`config.mk`:
```
export PLATFORM = sky130hd
export DESIGN_NAME = loopback_writer_flat
export DESIGN_NICKNAME = d
export VERILOG_FILES = /design/src/rtl/loopback_writer_if.sv /design/src/rtl/loopback_writer.sv /design/src/flat_wrapper.sv
export SDC_FILE = /design/constraint.sdc
export NUM_CORES = 1
export LEC_CHECK = 0
export ABC_AREA = 1
export CORE_AREA = 2 2 464 466
export DETAILED_ROUTE_END_ITERATION = 10
export DIE_AREA = 0 0 466 468
export DONT_BUFFER_PORTS = 1
export SLEW_MARGIN = 20
export SYNTH_ARGS = -nofsm -noshare
export SYNTH_HDL_FRONTEND = slang
export SYNTH_SLANG_ARGS = --single-unit
export TNS_END_PERCENT = 10
```
`constraint.sdc`:
```
create_clock -name clk -period 2.6 [get_ports clk]
set_input_delay 0.39 -clock clk [delete_from_list [all_inputs] [get_ports clk]]
set_output_delay 0.39 -clock clk [all_outputs]
set_load 0.05 [all_outputs]
```
`src/rtl/loopback_writer_if.sv`:
```
// rtl/loopback_writer_if.sv - line buffer and host write channel bundle for loopback_writer
interface loopback_writer_if #(
    parameter int DATA_WIDTH = 512,
    parameter int ADDR_WIDTH = 42
);
    logic [DATA_WIDTH-1:0] fifo_data;
    logic                  fifo_empty;
    logic                  fifo_deq;
    logic                  wr_almost_full;
    logic                  wr_valid;
    logic [ADDR_WIDTH-1:0] wr_addr;
    logic [DATA_WIDTH-1:0] wr_data;
    logic                  wr_rsp_valid;

    modport master (
        input  fifo_data, fifo_empty, wr_almost_full, wr_rsp_valid,
        output fifo_deq, wr_valid, wr_addr, wr_data
    );

    modport slave (
        output fifo_data, fifo_empty, wr_almost_full, wr_rsp_valid,
        input  fifo_deq, wr_valid, wr_addr, wr_data
    );
endinterface

```
`src/rtl/loopback_writer.sv`:
```
// rtl/loopback_writer.sv - streams buffered lines to the host write channel with bounded outstanding writes
module loopback_writer #(
    parameter int DATA_WIDTH      = 512,
    parameter int ADDR_WIDTH      = 42,
    parameter int MAX_OUTSTANDING = 8
) (
    input  logic                  clk,
    input  logic                  reset,
    input  logic                  start,
    input  logic [ADDR_WIDTH-1:0] base_addr,
    input  logic [31:0]           num_lines,
    loopback_writer_if.master     wr,
    output logic                  busy,
    output logic                  done,
    output logic [31:0]           lines_written
);
    localparam int OW = $clog2(MAX_OUTSTANDING) + 1;
    localparam logic [OW-1:0] MAX_OUT = OW'(MAX_OUTSTANDING);

    typedef enum logic [1:0] {IDLE, RUN, DRAIN, DONE} state_t;

    state_t                state, state_nxt;
    logic [ADDR_WIDTH-1:0] base_q;
    logic [ADDR_WIDTH-1:0] idx_q;
    logic [ADDR_WIDTH-1:0] wr_addr_q;
    logic [31:0]           num_q;
    logic [31:0]           issued_q;
    logic [OW-1:0]         out_q;
    logic                  wr_valid_q;
    logic                  deq;
    logic                  rsp_ok;
    logic                  last_deq;
    logic                  start_acc;

    always_comb begin
        deq       = reset && (state == RUN) && !wr.fifo_empty && !wr.wr_almost_full
                    && (issued_q < num_q) && (out_q < MAX_OUT);
        rsp_ok    = wr.wr_rsp_valid && (out_q != '0);
        last_deq  = deq && (issued_q + 32'd1 == num_q);
        start_acc = (state == IDLE) && start;
    end

    always_comb begin
        state_nxt = state;
        case (state)
            IDLE:    if (start) state_nxt = (num_lines != 32'd0) ? RUN : DONE;
            RUN:     if (last_deq) state_nxt = DRAIN;
            DRAIN:   if (out_q == '0) state_nxt = DONE;
            DONE:    state_nxt = IDLE;
            default: state_nxt = IDLE;
        endcase
    end

    always_ff @(posedge clk or negedge reset) begin
        if (!reset) state <= IDLE;
        else        state <= state_nxt;
    end

    always_ff @(posedge clk or negedge reset) begin
        if (!reset) begin
            base_q        <= '0;
            idx_q         <= '0;
            wr_addr_q     <= '0;
            num_q         <= '0;
            issued_q      <= '0;
            out_q         <= '0;
            wr_valid_q    <= 1'b0;
            lines_written <= '0;
        end else begin
            wr_valid_q <= deq;
            if (start_acc) begin
                base_q        <= base_addr;
                num_q         <= num_lines;
                idx_q         <= '0;
                issued_q      <= '0;
                out_q         <= '0;
                lines_written <= '0;
            end else begin
                if (deq) begin
                    idx_q     <= idx_q + ADDR_WIDTH'(1);
                    issued_q  <= issued_q + 32'd1;
                    wr_addr_q <= base_q + idx_q;
                end
                // a pop and an ack in the same cycle cancel out
                case ({deq, rsp_ok})
                    2'b10:   out_q <= out_q + OW'(1);
                    2'b01:   out_q <= out_q - OW'(1);
                    default: out_q <= out_q;
                endcase
                if (rsp_ok) lines_written <= lines_written + 32'd1;
            end
        end
    end

    // buffer presents popped data one cycle after fifo_deq, aligned with wr_valid
    assign wr.fifo_deq = deq;
    assign wr.wr_valid = wr_valid_q;
    assign wr.wr_addr  = wr_addr_q;
    assign wr.wr_data  = wr_valid_q ? wr.fifo_data : '0;
    assign busy        = (state != IDLE);
    assign done        = (state == DONE);
endmodule

```
`src/flat_wrapper.sv`:
```
// flat-port wrapper written by rule: the top's interface ports become plain ports
module loopback_writer_flat 
#(
    parameter int DATA_WIDTH      = 512,
    parameter int ADDR_WIDTH      = 42,
    parameter int MAX_OUTSTANDING = 8
)
  (clk, reset, start, base_addr, num_lines, busy, done, lines_written, wr_fifo_data, wr_fifo_empty, wr_wr_almost_full, wr_wr_rsp_valid, wr_fifo_deq, wr_wr_valid, wr_wr_addr, wr_wr_data);
  loopback_writer_if #(.DATA_WIDTH(DATA_WIDTH), .ADDR_WIDTH(ADDR_WIDTH)) wr_i ();
  input  logic clk;
  input  logic reset;
  input  logic start;
  input  logic [ADDR_WIDTH-1:0] base_addr;
  input  logic [31:0] num_lines;
  output logic busy;
  output logic done;
  output logic [31:0] lines_written;
  input wire logic [$bits(wr_i.fifo_data)-1:0] wr_fifo_data;
  input wire logic [$bits(wr_i.fifo_empty)-1:0] wr_fifo_empty;
  input wire logic [$bits(wr_i.wr_almost_full)-1:0] wr_wr_almost_full;
  input wire logic [$bits(wr_i.wr_rsp_valid)-1:0] wr_wr_rsp_valid;
  output wire logic [$bits(wr_i.fifo_deq)-1:0] wr_fifo_deq;
  output wire logic [$bits(wr_i.wr_valid)-1:0] wr_wr_valid;
  output wire logic [$bits(wr_i.wr_addr)-1:0] wr_wr_addr;
  output wire logic [$bits(wr_i.wr_data)-1:0] wr_wr_data;
  assign wr_i.fifo_data = wr_fifo_data;
  assign wr_i.fifo_empty = wr_fifo_empty;
  assign wr_i.wr_almost_full = wr_wr_almost_full;
  assign wr_i.wr_rsp_valid = wr_wr_rsp_valid;
  assign wr_fifo_deq = wr_i.fifo_deq;
  assign wr_wr_valid = wr_i.wr_valid;
  assign wr_wr_addr = wr_i.wr_addr;
  assign wr_wr_data = wr_i.wr_data;
  loopback_writer #(.DATA_WIDTH(DATA_WIDTH), .ADDR_WIDTH(ADDR_WIDTH), .MAX_OUTSTANDING(MAX_OUTSTANDING)) u_core (.clk(clk), .reset(reset), .start(start), .base_addr(base_addr), .num_lines(num_lines), .wr(wr_i), .busy(busy), .done(done), .lines_written(lines_written));
endmodule
```
Yosys cells after proc, flatten, opt, wreduce, memory -nomap -nowiden
Cells that the tools add are included.
W data, S select, Z words.
Cells by class
  add/subtract/negate cells: 6
  order comparisons: 2
  equality and inequality tests: 9
  multiplexer cells: 14
  bitwise operators: 1
  reduce and logical (&&, ||, !) cells: 20
Operator list (number)
  $mux W512: 1
  $mux W32: 4
  $mux W42: 2
  $add A32 B1 Y32 const B: 2
  $add A42 B1 Y42 const B: 1
  $add A42 B42 Y42: 1
  $eq A32 B32 Y1: 1
  $lt A32 B32 Y1: 1
  $reduce_bool A32 Y1: 1
  $logic_and A1 B1 Y1: 8
  $mux W2: 4
  $pmux W2 S4: 1
  $pmux W4 S2: 1
  $eq A2 B2 Y1 const B: 3
  $reduce_bool A2 Y1: 3
  $add A4 B1 Y4 const B: 1
  $eq A2 B1 Y1 const B: 2
  $logic_not A4 Y1: 1
  $lt A4 B4 Y1 const B: 1
  $mux W4: 1
  $ne A2 B1 Y1 const B: 2
  $reduce_bool A4 Y1: 1
  $sub A4 B1 Y4 const B: 1
  $reduce_and A3 Y1: 1
  6 further kinds: 7
Word-level totals
  flip-flop bits (word level): 229
  input bits: 592
  output and inout port bits: 590
  logic and storage cells: 61

Logic depth before layout (Yosys ltp)
  depth in word-level cells: 9
  mapped depth: 19
  gate-level depth less buffers: 18

Worst setup path before layout
OpenSTA, ideal clock, no wires.
  path kind: register to register
  from: reg u_core.issued_q[19]
  to: reg u_core.out_q[3]
  arrival: 2.722 ns
  slack: -0.247 ns
  stages on the path, launching flop included: 16
  buffers on the path: 2
  clock period less this slack: 2.847 ns
  cells stage by stage: dfrtp_1 -> ha_1 -> a21oi_1 -> o21ai_0 -> nand2_1 -> nand3_1 -> a21oi_1 -> nand4_1 -> buf_2 -> buf_2 -> ha_1 -> ha_1 -> nand2_1 -> o21ai_0 -> xor2_1 -> o22ai_1
Between the ends
  word-level cells in the longest chain between the ends: 6
RTL lines
  start: declaration: RTL line loopback_writer.sv:27  | logic [31:0] issued_q;
  start signal: assignment: RTL line loopback_writer.sv:81  | issued_q <= issued_q + 32'd1;
  $lt A32 B32 Y1 *: RTL line loopback_writer.sv:37  | && (issued_q < num_q) && (out_q < MAX_OUT);
  $logic_and A1 B1 Y1 * (2 in series): RTL line loopback_writer.sv:37
  $eq A2 B1 Y1 or $eq A2 B2 Y1 (tied branches): RTL line loopback_writer.sv:85  | case ({deq, rsp_ok})
  $pmux W4 S2: RTL line loopback_writer.sv:85
  $mux W4: RTL line loopback_writer.sv:71  | if (start_acc) begin
  end signal: assignment: RTL line loopback_writer.sv:86  | 2'b10: out_q <= out_q + OW'(1);
  end signal: assignment: RTL line loopback_writer.sv:87  | 2'b01: out_q <= out_q - OW'(1);
  end signal: assignment: RTL line loopback_writer.sv:88  | default: out_q <= out_q;
  end: declaration: RTL line loopback_writer.sv:28  | logic [OW-1:0] out_q;
Mark *: on every way between the ends. The rest lies on a longest branch, timed or not.
A chain may end at the register's enable or synchronous reset.

Worst setup path in the final report
  from: reg u_core.issued_q[1]
  to: out wr_fifo_deq
Between the ends
  word-level cells in the longest chain between the ends: 3
RTL lines
  $lt A32 B32 Y1: RTL line loopback_writer.sv:37
  $logic_and A1 B1 Y1 (2 in series): RTL line loopback_writer.sv:37
  end: declaration: RTL line flat_wrapper.sv:22  | output wire logic [$bits(wr_i.fifo_deq)-1:0] wr_fifo_deq;
Every way passes these cells.

==> results.txt <==
status = finished, violations left
failing checks = hold timing, setup timing
grt total ovfl = 0
CTS clock-pin slew for the worst setup and hold paths = 60 ps
Setup CP Type = reg -> out
Slew @ Worst Pin = 903 ps
fin worst setup slack = -88.0 ps
R2R Setup Slk = -20 ps
total track usage = 0.188
Sink Count = 229
synth-to-layout area growth = 78.4%
DP HPWL = 190000 µm
core area = 0.213 mm²
final WL = 215000 µm
area share of the largest cell type after synthesis = 0.298
Power per Cell Area = 607 mW/mm²
Netlist cell types = 50
Std-Cell Rows = 170
I/O pin count = 1182
register area share after synthesis = 0.298
crit end category = output port
clock buffer depth = 3
vias in the first global route = 22942
starting density of the core = 0.0900
Reg2Reg Launch Point = u_core.issued_q[1]
Placement Setup Slack = -104 ps
via/cell ratio = 3.63
crit start category = flip-flop
Die Area = 0.218 mm²
Final Skew = 18.3 ps
final core utilization = 0.161
CP required = 2210 ps
Mapped Cells = 3180
root buffer cell = clkbuf_16
FMAX = 372 MHz
Tcrit/Tclk final = 1.03
Die X = 466 µm
largest family of logic cells by synthesized area = simple AND/OR/NAND/NOR gates
Synth Area in XOR/XNOR = 0.0252
post-synthesis adder-cell area fraction = 0.0568
CTS tree = built
CTS hold repair buffers = 68
Compound-Gate Fraction of Synth Area = 0.101
most frequent cells in the layout = nand2_1, inv_1, buf_4
Slowest-stage cell, CP = dfrtp_1
syn_nets = 3858
Iter 0 DRT Violations = 2042
max-cap violations = 0
cell mode on critical path = nand2_2
drt wl/cell = 31.7 µm
r2r worst-path depth = 16
CTS Buf Count = 28
largest cells by area after synthesis = dfrtp_1, nand2_1, inv_1
Final Hold Viols = 229
input/output buffers = 0
Mapped Area = 0.0192 mm²
synthesized area per cell = 6.04 µm²
mux share of post-synthesis cell area = 0
drt first pass iters = 8
wire length of the first global-routing pass = 260000 µm
final setup fails = 2
FF+latch count, synth = 229
residual DRC count = 0
Post-Synth Simple-Gate Area = 0.357
Tmin final = 2690 ps
fraction of layout cells with a size suffix above 1 = 0.246
largest net degree at the start of global routing = 231
area leader, netlist = dfrtp_1
Slew Limit Fails = 0
static leakage = 17.8 nW
WP data arrival = 2300 ps
global placement routability congestion = 0.989
antenna violations before repair = 175
Syn. warnings = 0
unrepaired setup endpoints after global routing = yes
RR Endpoint = u_core.out_q[3]
Hold WS = -512 ps
Tot Pwr = 20.8 mW
worst skew pair latency = 600 ps
commonest non-fill, non-tap cell in the layout = nand2_1
nets = 4556
Max-slew headroom = 0.398
die height = 468 µm
critical path's largest stage delay = 390 ps
via count = 24609
Critical Path Fanout Max = 2
CTS H-tree lvls = 1
Peak VDD IR = 0.487 mV
ANT nets after route = 0
design area = 0.0342 mm²
Area after DPL = 0.0315 mm²
hold crit path type = in -> async
Cell Chain, Critical Path = buf_6 > ha_4 > a21oi_2 > o21ai_2 > nand2_1 > nand2_2 > nand2_2 > nand2_2 > nand2_2 > nand3_2 > nor2_4 > buf_12
==> metrics by stage <==
step	TNS, ps	instances
2_1_floorplan	0	3180
3_3_place_gp	-1280	6601
3_5_place_dp	-1790	6601
4_1_cts	-233	6726
5_1_grt	-4200	6752
6_report	-111	6774
==> cell type report <==
type	count	area, µm²
fillers	24299	179000
multi-input cells	2127	11000
repair buffers	769	10100
flip-flops and latches	229	5740
well taps	2838	3550
inverters	723	2790
clock buffers	33	761
clock inverters	16	258
diodes	39	97.6
==> per-layer routing <==
metal,share of wire,wire length [µm],vias up,track usage
li1,-,-,11131,-
met1,0.33,71900,11571,0.184
met4,0.055,11800,52,0.0819
met5,0.0016,335,-,0
met3,0.14,29900,434,0.114
met2,0.47,101000,1421,0.316
==> how the worst max path moves through the flow <==
stage | slack, ps | end | start | depth (start not counted)
2_1_floorplan | 4 | u_core.out_q[3] | u_core.issued_q[19] | 15
4_1_cts | -110 | wr_fifo_deq | u_core.num_q[3] | 12
5_1_grt | -190 | wr_fifo_deq | u_core.num_q[18] | 11
3_5_place_dp | -100 | u_core.wr.wr_addr[38] | u_core.num_q[1] | 16
3_3_place_gp | -130 | u_core.wr.wr_addr[38] | u_core.num_q[1] | 16
6_report | -90 | wr_fifo_deq | u_core.issued_q[1] | 12
==> logic make-up (layout without fill, tap and decap cells) <==
logic type,count (synthesis),count (layout)
and+or+nand+nor,1636,1636
other,0,39
adders and majority gates,86,86
buffers and inverters,824,1541
DFF,229,229
xor gates and xnor gates,52,52
AOI/OAI and AO/OA,353,353
==> worst max-delay path: cells and delay by family, from the launching register on <==
family                   cells  cell delay [ps]
adder cells (fa/ha/maj)      1              200
flip-flops                   1              390
AND/OR/NAND/NOR              7              600
AO/OA/AOI/OAI                2              220
buffers and inverters        2              280
==> state kept, by name (all words and copies together) (netlist names) <==
signal,cells
u_core.idx_q,42
u_core.lines_written,32
u_core.num_q,32
u_core.base_q,42
u_core.out_q,4
u_core.wr.wr_addr,42
u_core.issued_q,32
u_core.state,2
u_core.wr.wr_valid,1
==> synth_stat cells, drive strengths merged <==
cell type and count:
nand2 1153, inv 722, dfrtp 229, nor2 203, o21ai 154, nand3 130, a21oi 120, clkbuf 84
ha 84, nor3 59, nor4 40, nand4 35, xor2 32, o22ai 19, xnor2 18, buf 17
a31oi 11, o21bai 11, o21a 10, a21o 9, o31ai 9, nand3b 6, nor3b 4, a211oi 3
a221oi 3, and2 3, fa 2, xnor3 2, a21boi 1, a22o 1, and3 1, clkinv 1
nand2b 1, o2111ai 1, o211ai 1, or2 1
==> power breakdown <==
group,switching (mW),internal [mW]
clock network,1.86,2.69
registers,1.87,4.46
logic,6.35,3.55
==> timing repair <==
action,CTS,global route
hold endpoints to repair,298,229
gates resized for setup,47,180
endpoints found under the setup margin,121,135
pin swaps,15,38
gates cloned,2,3
buffers inserted,6,7
No activity file was read; power rests on OpenSTA's default activity.
